$ cat src/rtl/huffman_pkg.sv
// Shared Huffman datapath types and defaults.
// Holds packer default widths and the packer FSM state encoding.
package huffman_pkg;

  localparam int HUFF_MAX_LEN = 10;
  localparam int HUFF_OUT_W   = 8;

  typedef enum logic [1:0] {
    ACCUM,
    DRAIN,
    FLUSH
  } packer_state_t;

endpackage

$ cat src/rtl/huffman_bit_packer.sv
// Packs variable-length codes MSB-first into OUT_W-bit words.
// Ports: clk, rst_n; in_valid/in_ready/in_code/in_len code input;
//   flush request; out_valid/out_ready/out_data/out_bits/out_last
//   word output; flush_done pulse; err sticky bad-length flag.
module huffman_bit_packer
  import huffman_pkg::*;
#(
  parameter int MAX_LEN = HUFF_MAX_LEN,
  parameter int OUT_W   = HUFF_OUT_W,
  parameter int LEN_W   = $clog2(MAX_LEN + 1),
  parameter int CNT_W   = $clog2(OUT_W + 1)
) (
  input  logic               clk,
  input  logic               rst_n,
  input  logic               in_valid,
  output logic               in_ready,
  input  logic [MAX_LEN-1:0] in_code,
  input  logic [LEN_W-1:0]   in_len,
  input  logic               flush,
  output logic               out_valid,
  input  logic               out_ready,
  output logic [OUT_W-1:0]   out_data,
  output logic [CNT_W-1:0]   out_bits,
  output logic               out_last,
  output logic               flush_done,
  output logic               err
);

  localparam int ACC_W = OUT_W + MAX_LEN - 1;
  localparam int AC_W  = $clog2(ACC_W + 1);

  localparam logic [AC_W-1:0]  OUT_WC   = AC_W'(OUT_W);
  localparam logic [AC_W-1:0]  ACC_WC   = AC_W'(ACC_W);
  localparam logic [LEN_W-1:0] MAX_LENC = LEN_W'(MAX_LEN);
  localparam logic [MAX_LEN:0] ONE      = 1;

  packer_state_t state, state_n;

  logic [ACC_W-1:0] acc, acc_n;
  logic [AC_W-1:0]  cnt, cnt_n;
  logic             flush_pend, pend_n;
  logic             err_q, err_n;
  logic             done_q, done_n;

  logic [MAX_LEN:0]   len_mask;
  logic [MAX_LEN-1:0] code_m;
  logic [AC_W-1:0]    ins_sh;
  logic [ACC_W-1:0]   ins;
  logic [AC_W-1:0]    cnt_in;
  logic [OUT_W-1:0]   top_word;
  logic [OUT_W-1:0]   tail_mask;
  logic               take;
  logic               bad_len;

  // Insert path: mask the code to in_len bits and drop it
  // just below the bits already held.
  always_comb begin
    len_mask = (ONE << in_len) - ONE;
    code_m   = in_code & len_mask[MAX_LEN-1:0];
    ins_sh   = ACC_WC - cnt - AC_W'(in_len);
    ins      = ACC_W'(code_m) << ins_sh;
    cnt_in   = cnt + AC_W'(in_len);
    bad_len  = in_len > MAX_LENC;
  end

  assign in_ready = (state == ACCUM) && !flush_pend;
  assign take     = in_valid && in_ready;

  assign top_word  = acc[ACC_W-1 -: OUT_W];
  assign tail_mask = ~({OUT_W{1'b1}} >> cnt);

  always_ff @(posedge clk or negedge rst_n) begin
    if (!rst_n) begin
      state      <= ACCUM;
      acc        <= '0;
      cnt        <= '0;
      flush_pend <= 1'b0;
      err_q      <= 1'b0;
      done_q     <= 1'b0;
    end else begin
      state      <= state_n;
      acc        <= acc_n;
      cnt        <= cnt_n;
      flush_pend <= pend_n;
      err_q      <= err_n;
      done_q     <= done_n;
    end
  end

  always_comb begin
    state_n = state;
    acc_n   = acc;
    cnt_n   = cnt;
    pend_n  = flush_pend | flush;
    err_n   = err_q;
    done_n  = 1'b0;
    unique case (state)
      ACCUM: begin
        if (take) begin
          if (bad_len) begin
            err_n = 1'b1;
          end else begin
            acc_n = acc | ins;
            cnt_n = cnt_in;
          end
        end
        if (cnt_n >= OUT_WC) begin
          state_n = DRAIN;
        end else if (flush_pend || flush) begin
          state_n = FLUSH;
        end
      end
      DRAIN: begin
        if (out_ready) begin
          acc_n = acc << OUT_W;
          cnt_n = cnt - OUT_WC;
          if (cnt_n >= OUT_WC) begin
            state_n = DRAIN;
          end else if (pend_n) begin
            state_n = FLUSH;
          end else begin
            state_n = ACCUM;
          end
        end
      end
      FLUSH: begin
        // A flush arriving during completion is absorbed.
        if (cnt == '0 || out_ready) begin
          acc_n   = '0;
          cnt_n   = '0;
          pend_n  = 1'b0;
          done_n  = 1'b1;
          state_n = ACCUM;
        end
      end
      default: begin
        state_n = ACCUM;
      end
    endcase
  end

  always_comb begin
    out_valid = 1'b0;
    out_data  = '0;
    out_bits  = '0;
    out_last  = 1'b0;
    unique case (1'b1)
      (state == DRAIN): begin
        out_valid = 1'b1;
        out_data  = top_word;
        out_bits  = CNT_W'(OUT_W);
      end
      (state == FLUSH && cnt != '0): begin
        out_valid = 1'b1;
        out_data  = top_word & tail_mask;
        out_bits  = CNT_W'(cnt);
        out_last  = 1'b1;
      end
      default: begin
        out_valid = 1'b0;
      end
    endcase
  end

  assign flush_done = done_q;
  assign err        = err_q;

endmodule

$ cat config.mk
export PLATFORM = sky130hd
export DESIGN_NAME = huffman_bit_packer
export DESIGN_NICKNAME = d
export VERILOG_FILES = /design/src/rtl/huffman_pkg.sv /design/src/rtl/huffman_bit_packer.sv
export SDC_FILE = /design/constraint.sdc
export NUM_CORES = 1
export LEC_CHECK = 0
export ABC_AREA = 1
export CELL_PAD_IN_SITES_DETAIL_PLACEMENT = 1
export CELL_PAD_IN_SITES_GLOBAL_PLACEMENT = 1
export CORE_MARGIN = 4
export CORE_UTILIZATION = 49
export DETAILED_ROUTE_END_ITERATION = 10
export DONT_BUFFER_PORTS = 1
export PLACE_DENSITY_LB_ADDON = 0.1
export SYNTH_ARGS = -nofsm -noshare
export SYNTH_HDL_FRONTEND = slang
export SYNTH_SLANG_ARGS = --single-unit
export TNS_END_PERCENT = 10
$ cat constraint.sdc
create_clock -name clk -period 3.8 [get_ports clk]
set_clock_uncertainty 0.1 [all_clocks]
set_input_delay 0.76 -clock clk [delete_from_list [all_inputs] [get_ports clk]]
set_output_delay 0.76 -clock clk [all_outputs]
set_load 0.03 [all_outputs]
==> reports/qor.yml, run 1 <==
hold_viol: 0
crit_fanout: 6
cp-endpoint: "out_data[1]"
gp_congestion: 0.9663
overflow: 0
path_clk_slew_ns: 0.10
worstMarginPinSlew_ns: 0.5795
dp_slack_ns: 0.6124
design.core.area_mm2: 0.005107
cp-start-kind: "flip-flop"
ctsResizeCount: 0
max_clock_freq_ghz: 0.3277
status: "finished clean"
slew_headroom_pct: 61.22
rows: 26
fill_cells: 697
cts_made_buffers: 3
root_buffer: "clkbuf_8"
ios: 36
grt_max_degree: 28
crit_slowest_cell: "nor2_1"
synth_flop_cell: "dfrtp_1"
cts.htree.levels: 1
rsz0062_at_grt: "false"
setup-violations-final: 0
die_height_um: 80.51
critPathArrivalTime_ns: 2.19
antenna_found_initial: 0
crit_path_max_incr_delay_ns: 0.47
crit_path_cell_trace: "inv_1 > ha_1 > nor2_1 > inv_1 > nor2_1 > inv_1 > o311ai_0 > nor2_1"
cp-end-kind: "output pin"
start_util_pct: 50.44
antenna_cells: 0
cts_tree: "yes"
syn-instance-count: 391
grt_pass1_vias: 2605
ant_nets: 0
ys_seq_area_share_pct: 26.23
rr_startpoint: "cnt[3]"
die-width_um: 80.51
ir_drop_mv: 0.4100
via_per_inst: 5.491
firstDrtPassIters: 4
fin_area_mm2: 0.002713
r2r-end: "acc[11]"
drv_slew: 0
multi_input_area_mm2: 0.001658
synth_nets: 429
numClockSinks: 27
dieArea_mm2: 0.006482
post-route-period-util_pct: 80.31
final_util_pct: 53.11
r2r.worst_path.cells: 14
synth_area_mm2: 0.002576
num_vias: 2537
area_growth_pct: 5.294
placed_area_mm2: 0.002664
power.density_mw_per_mm2: 1081
r2r_slack_ns: 0.83
io_buffer_count: 0
drcViolationCount: 0
first_iter_violations: 128
startpoint: "state[1]"
synth_cell_types: 42
routed_wl_um: 7448
power_leakage_nw: 1.354
routedWlPerCell_um: 16.12
post_cts_buffers: 0
drive_above_1_share_pct: 7.908
clkLatencyLatePin_ns: 0.28
finalCriticalPeriod_ns: 3.052
ctsHoldBuffers: 0
cp.required_ns: 2.94
fin_setup_tns_ns: 0
criticalPathCategory: "flip-flop to output pin"
seq_area_um2: 675.6
ys_ff_latch: 27
grt_usage_pct: 24.55
grt_pass1_wl_um: 12470
clock_path_buffers: 2
synth_edf_count: 0
hp-class: "input port to async pin"
max-cap-violations: 0
async_reset_ff_share_pct: 100.0
layout.nets: 431
place_hpwl_um: 6213
setup_ws_ns: 0.7483
postSynthAreaPerCell_um2: 6.589
yosysWarnings: 0
whs_ns: 0.06096
flip-flops by register name (all words and copies together) (netlist names):
| name | cells |
|---|---|
| err | 1 |
| acc | 17 |
| state | 2 |
| flush_done | 1 |
| cnt | 5 |
| flush_pend | 1 |
logic make-up (layout without fill, tap and decap cells):
family,Yosys count,count (layout),synth area share [%]
buf+inv,64,65,9.422
fa+ha+maj,19,19,9.810
flops,27,27,26.23
simple gates,207,207,36.13
mux,1,1,0.3886
xor+xnor,5,5,1.992
compound gates,68,68,16.03
placed cells by master (no fill, tap or decap), types with 2 or more instances in the layout:
master and n:
o22ai_1 3, nor2_8 2, xnor2_1 3, a211oi_1 3, nand3_2 2, nor2_4 4
nand4_1 3, a21oi_1 26, nand2_1 109, o21ai_2 2, fa_1 2, a31oi_1 5
clkinv_1 3, clkbuf_8 3, ha_1 17, o21ai_0 14, buf_4 3, nand3_1 33
inv_1 51, inv_2 3, nor2_1 46, a221oi_1 2, dfrtp_1 27, o21ai_1 3
nor2_2 4, o211ai_1 2
critical path: cells and delay by family (launching register included):
| kind | cells | cell delay (ns) |
|---|---|---|
| AO/OA/AOI/OAI | 1 | 0.16 |
| adder cells (fa/ha/maj) | 1 | 0.39 |
| buffers and inverters | 3 | 0.28 |
| flip-flops | 1 | 0.42 |
| AND/OR/NAND/NOR | 3 | 0.67 |
power by group:
group / switching, mW / internal [mW] / leakage, nW
Sequential: 0.121 / 0.410 / 0.344
Combinational: 1.54 / 0.695 / 0.989
Clock: 0.0940 / 0.0745 / 0.0217
Total: 1.75 / 1.18 / 1.35
synthesized netlist by cell type (3+ instances only):
| master | number | area, um2 |
|---|---|---|
| nand2_1 | 109 | 409.1 |
| inv_1 | 51 | 191.4 |
| nor2_1 | 46 | 172.7 |
| nand3_1 | 33 | 165.2 |
| dfrtp_1 | 27 | 675.7 |
| a21oi_1 | 26 | 130.1 |
| ha_1 | 17 | 212.7 |
| o21ai_0 | 14 | 70.07 |
| a31oi_1 | 5 | 31.28 |
| clkbuf_1 | 4 | 15.01 |
| nor2_2 | 4 | 25.02 |
| nor2_4 | 4 | 45.04 |
| a211oi_1 | 3 | 22.52 |
| clkinv_1 | 3 | 11.26 |
| inv_2 | 3 | 11.26 |
| nand4_1 | 3 | 18.77 |
| o21ai_1 | 3 | 15.01 |
| o22ai_1 | 3 | 18.77 |
| xnor2_1 | 3 | 26.28 |
layer usage:
metal	GRT usage (%)	up-vias	share of wire (%)
met4	5.912	0	1.7
met3	3.924	10	3.0
met5	0	-	0
met1	31.69	1217	45
li1	-	1265	-
met2	42.63	45	50
area by class of cell:
type	instances	area share, %
clock inverter	1	0.2768
tap	70	3.229
timing repair buffer	3	0.8303
inverter	58	8.118
sequential	27	24.91
multi-input combinational	300	61.12
clock buffer	3	1.522
worst min-delay path by stage:
stage,startpoint,end,slack [ns],cells past startpoint
finish,rst_n,acc[3],0.06,0
global route,rst_n,acc[0],0.05,0
CTS,rst_n,acc[3],0.06,0
detailed placement,rst_n,acc[1],0.37,0
global placement,rst_n,acc[1],0.37,0
floorplan,acc[13],acc[13],0.34,2
metrics by stage:
stage	instances	power, mW
finish	462	2.933
global route	462	3.252
CTS	462	2.936
detailed placement	458	2.759
global placement	458	2.698
floorplan	391	2.222
No activity file was read; power rests on OpenSTA's default activity.
==> inputs of run 2 (changes only) <==
CORE_UTILIZATION = 45   (was 49)
clock period = 2.9 ns   (was 3.8 ns; I/O delays follow)
==> reports/qor.yml, run 2 (same netlist as run 1, synthesis figures left out) <==
fin_area_mm2: 0.002800  # +3.2%
clkLatencyLatePin_ns: 0.27  # about the same
io_buffer_count: 0  # unchanged
fin_setup_tns_ns: 0  # unchanged
status: "finished, violations left"
path_clk_slew_ns: 0.10  # about the same
grt_pass1_vias: 2734  # +5.0%
die-width_um: 83.67  # +3.9%
crit_path_max_incr_delay_ns: 0.44  # -0.03 ns
cp.required_ns: 2.22  # -0.72 ns
fin_cells: 473  # +2.4%
drive_above_1_share_pct: 10.47  # +2.6 points
hp-class: "input port to async pin"
cp-end-kind: "output pin"
grt_pass1_wl_um: 13320  # +6.8%
max-cap-violations: 0  # unchanged
ant_nets: 0  # unchanged
top_register: "acc"
cts_made_buffers: 3  # unchanged
cp-start-kind: "flip-flop"
reg_top3: "acc: 17 flops, cnt: 5 flops, state: 2 flops"
largest_reg_flops: 17  # unchanged
clock_path_buffers: 2  # unchanged
drcViolationCount: 0  # unchanged
grt_usage_pct: 22.80  # -1.7 points
power_leakage_nw: 1.403  # +3.6%
seq_area_um2: 675.6  # unchanged
drv_slew: 0  # unchanged
hold_viol: 4  # +4
crit_slowest_cell: "nor2_1"
whs_ns: -0.001936  # -0.06289 ns
root_buffer: "clkbuf_8"
critPathArrivalTime_ns: 2.06  # -0.13 ns
finalCriticalPeriod_ns: 2.743
start_util_pct: 46.50  # -3.9 points
cts.htree.levels: 1  # unchanged
antenna_cells: 0  # unchanged
firstDrtPassIters: 4  # unchanged
dp_slack_ns: 0.01063  # -0.6018 ns
max_clock_freq_ghz: 0.3646
setup-violations-final: 0  # unchanged
die_height_um: 83.67  # +3.9%
cts_tree: "yes"
first_iter_violations: 105  # -18%
numClockSinks: 27  # unchanged
design.core.area_mm2: 0.005540  # +8.5%
post-route-period-util_pct: 94.58
slew_headroom_pct: 62.46  # +1.2 points
placed_area_mm2: 0.002726  # +2.3%
grt_max_degree: 28  # unchanged
num_vias: 2579  # +1.7%
area_growth_pct: 8.694
violations: "hold timing"
antenna_found_initial: 0  # unchanged
worstMarginPinSlew_ns: 0.5580  # -0.02153 ns
fill_cells: 752  # +7.9%
setup_ws_ns: 0.1572  # -0.5911 ns
place_hpwl_um: 6458  # +3.9%
power.density_mw_per_mm2: 1424  # +32%
ir_drop_mv: 0.6423  # +57%
via_per_inst: 5.452  # -0.71%
dp.cells: 468  # +2.2%
crit_path_cell_trace: "inv_1 > ha_1 > nor2_1 > inv_1 > nor2_1 > inv_1 > nand2_1 > nor2_1"
final_util_pct: 50.54  # -2.6 points
layout_common_cells: "nand2_1 (109), inv_1 (51), nor2_1 (45)"
gp_congestion: 0.8854  # -8.4%
rsz0062_at_grt: "false"
mostFrequentLayoutCell: "nand2_1"
layout.nets: 440  # +2.1%
multi_input_area_mm2: 0.001663  # +0.30%
routedWlPerCell_um: 16.31  # +1.2%
ios: 36  # unchanged
overflow: 0  # unchanged
r2r.worst_path.cells: 12  # -2
rows: 27  # +3.8%
routed_wl_um: 7716  # +3.6%
dieArea_mm2: 0.007000  # +8.0%
criticalPathCategory: "flip-flop to output pin"
crit_fanout: 6  # unchanged
==> run 2: cell types whose count changed in the layout (fill, tap and decap cells not counted), sizes merged <==
cell / change
buf: +9
==> run 2: power by group <==
part	internal [mW]	switching [mW]	total [mW]
Sequential	0.537	0.151	0.688
Combinational	1.01	2.06	3.08
Clock	0.0978	0.127	0.225
==> run 2: path summary, 6_finish.rpt <==
check | slack, ns | to | start
setup / recovery | 0.16 | out_data[2] | state[1]
hold / removal | -0.002 | acc[0] | rst_n
setup reg to reg | 0.23 | acc[15] | cnt[2]
hold reg to reg | 0.42 | acc[11] | acc[11]
max in group asynchronous | 2.53 | state[0] | rst_n
min in group clk | 0.36 | err | in_valid
==> run 2: what timing repair did <==
item	in CTS	in global routing
setup buffers	0	0
hold buffers	1	0
hold endpoints to repair	27	0
setup endpoints to repair	0	1
resized for setup	0	2
==> run 2: critical path: cells and delay by family (launching register included) <==
| family | cells | cell delay, ns |
|---|---|---|
| and+or+nand+nor | 4 | 0.70 |
| DFF | 1 | 0.42 |
| adders and majority gates | 1 | 0.41 |
| buffers and inverters | 3 | 0.26 |
==> run 2: final cells by class <==
cell class	count	share of cell area (%)
clock buffer	3	1.475
clock inverter	1	0.2681
inverter	58	7.864
multi-input combinational	300	59.38
sequential	27	24.13
tap	72	3.217
timing repair buffer	12	3.664
==> run 2: routing by layer <==
layer,vias to the layer above,GRT usage [%],wire (um)
met2,36,39.99,3795
met3,10,2.962,183
met5,-,0,0
met4,0,4.678,113
met1,1248,29.92,3623
li1,1285,-,-
==> run 2: metrics by stage <==
step | total power [mW] | hold WS, ns
after floorplan | 2.911 | 0.1844
after global placement | 3.667 | 0.1850
after detailed placement | 3.747 | 0.1851
after CTS | 3.992 | 0.005022
after global routing | 4.415 | 0.0006898
final | 3.989 | -0.001936
==> inputs of run 3 (changes only) <==
CORE_MARGIN = 5   (was 4)
CORE_UTILIZATION = 47   (was 45)
CTS_BUF_LIST = sky130_fd_sc_hd__clkbuf_4   (was unset)
==> reports/qor.yml, run 3 (same netlist as run 1, synthesis figures left out) <==
overflow: 0  # unchanged
hold_viol: 0  # -4
die-width_um: 84.04  # +0.44%
dp_slack_ns: 0.04583  # +0.03520 ns
start_util_pct: 47.66  # +1.2 points
drive_above_1_share_pct: 10.92  # +0.44 points
area_growth_pct: 8.742  # about the same
drt-met1-wl_um: 3494  # -3.6%
fin_area_mm2: 0.002801  # about the same
firstDrtPassIters: 4  # unchanged
path_clk_slew_ns: 0.14  # +0.04 ns
gp_congestion: 0.9238  # +4.3%
drv_slew: 0  # unchanged
critPathArrivalTime_ns: 2.05  # about the same
routed.top_layer: "met4"
wl_met2_um: 3969  # +4.6%
setup-violations-final: 0  # unchanged
ir_drop_mv: 0.5667  # -12%
route.met3.wl_um: 247  # +35%
numClockSinks: 27  # unchanged
reg_top3: "acc: 17 flops, cnt: 5 flops, state: 2 flops"
cp-end-kind: "output pin"
layout_common_cells: "nand2_1 (109), inv_1 (51), nor2_1 (46)"
routed_wl_um: 7890  # +2.3%
dieArea_mm2: 0.007062  # +0.89%
post_cts_buffers: 0  # unchanged
cts_made_buffers: 3  # unchanged
max-cap-violations: 0  # unchanged
clkPwrFrac_pct: 4.4  # -1.2 points
die_height_um: 84.04  # +0.44%
final_util_pct: 51.83  # +1.3 points
internal_power_mw: 1.595  # -3.1%
grt_pass1_vias: 2854  # +4.4%
place_hpwl_um: 6537  # +1.2%
top_register: "acc"
slew_headroom_pct: 61.29  # -1.2 points
via_per_inst: 5.571  # +2.2%
max_clock_freq_ghz: 0.3662  # +0.43%
routedWlPerCell_um: 16.61  # +1.8%
total_power_mw: 3.959  # -0.75%
drcViolationCount: 0  # unchanged
p_seq_share_pct: 17.3  # about the same
root_buffer: "clkbuf_4"
fin_cells: 475  # +0.42%
worstMarginPinSlew_ns: 0.5784  # +0.02049 ns
antenna_cells: 0  # unchanged
cts_tree: "yes"
post-route-period-util_pct: 94.17  # -0.41 points
cp.required_ns: 2.22  # about the same
io_buffer_count: 0  # unchanged
comb_power_share_pct: 78.3  # +1.2 points
grt_pass1_wl_um: 13430  # +0.83%
cp-start-kind: "flip-flop"
finalCriticalPeriod_ns: 2.731  # -0.01185 ns
power.switching_mw: 2.363  # +0.90%
design.core.area_mm2: 0.005405  # -2.4%
placed_area_mm2: 0.002734  # +0.28%
antenna_found_initial: 0  # unchanged
power_leakage_nw: 1.403  # about the same
cts.htree.levels: 1  # unchanged
ant_nets: 0  # unchanged
status: "finished clean"
clock_path_buffers: 2  # unchanged
ios: 36  # unchanged
grt_max_degree: 28  # unchanged
mostFrequentLayoutCell: "nand2_1"
fill_cells: 749  # -0.40%
setup_ws_ns: 0.1690  # +0.01185 ns
rsz0062_at_grt: "false"
rows: 27  # unchanged
power.density_mw_per_mm2: 1413  # -0.80%
whs_ns: 0.2976  # +0.2995 ns
hp-class: "input port to flip-flop"
dp.cells: 469  # +0.21%
crit_fanout: 9  # +3
first_iter_violations: 116  # +10%
num_vias: 2646  # +2.6%
criticalPathCategory: "flip-flop to output pin"
grt_usage_pct: 22.93  # +0.13 points
layout.nets: 442  # +0.45%
sw_frac_of_total_pct: 59.70  # +0.98 points
largest_reg_flops: 17  # unchanged
clkLatencyLatePin_ns: 0.34  # +0.07 ns
fin_setup_tns_ns: 0  # unchanged
-- run 3: area by class of cell --
cell class | instances | area (um2) | area share [%]
multi-input combinational | 300 | 1664 | 59.40
sequential | 27 | 676.9 | 24.16
inverter | 58 | 220.2 | 7.861
timing repair buffer | 14 | 120.1 | 4.288
tap | 72 | 90.09 | 3.216
clock buffer | 3 | 22.52 | 0.8039
clock inverter | 1 | 7.507 | 0.2680
-- run 3: layer usage --
layer / vias up / track usage (%)
li1: 1288 / -
met1: 1296 / 28.27
met2: 48 / 40.96
met3: 14 / 4.047
met4: 0 / 5.702
met5: - / 0
-- run 3: path summary, 6_finish.rpt --
path                            from  depth (start not counted)  slack, ns     endpoint
max                         state[0]                          9       0.17  out_data[5]
min                        out_ready                          2       0.30   flush_done
max reg2reg                   cnt[1]                         13       0.20      acc[15]
min reg2reg                  acc[13]                          2       0.43      acc[13]
max in group asynchronous      rst_n                          2       1.96       cnt[1]
min in group asynchronous      rst_n                          2       0.54       acc[0]
-- run 3: power by group through the flow --
| stage | clock network, mW | logic (mW) | registers (mW) |
|---|---|---|---|
| finish | 0.175 | 3.10 | 0.685 |
| global route | 0.196 | 3.46 | 0.705 |
| CTS | 0.176 | 3.07 | 0.684 |
| detailed placement | 0 | 3.05 | 0.691 |
| global placement | 0 | 2.95 | 0.682 |
| floorplan | 0 | 2.26 | 0.654 |
-- run 3: critical path: stages, from the launching register on --
cell and delay, ns:
dfrtp_1 0.43, inv_1 0.11, ha_1 0.22, nand2_2 0.09, inv_4 0.14, nor2_8 0.07, a21oi_2 0.13, nor2_1 0.09
a311oi_1 0.24, buf_4 0.21
-- run 3: repair_timing --
item,CTS,global route
endpoints found under the hold margin,27,0
resized for setup,0,3
setup endpoints to repair,0,2
hold buffers,2,0
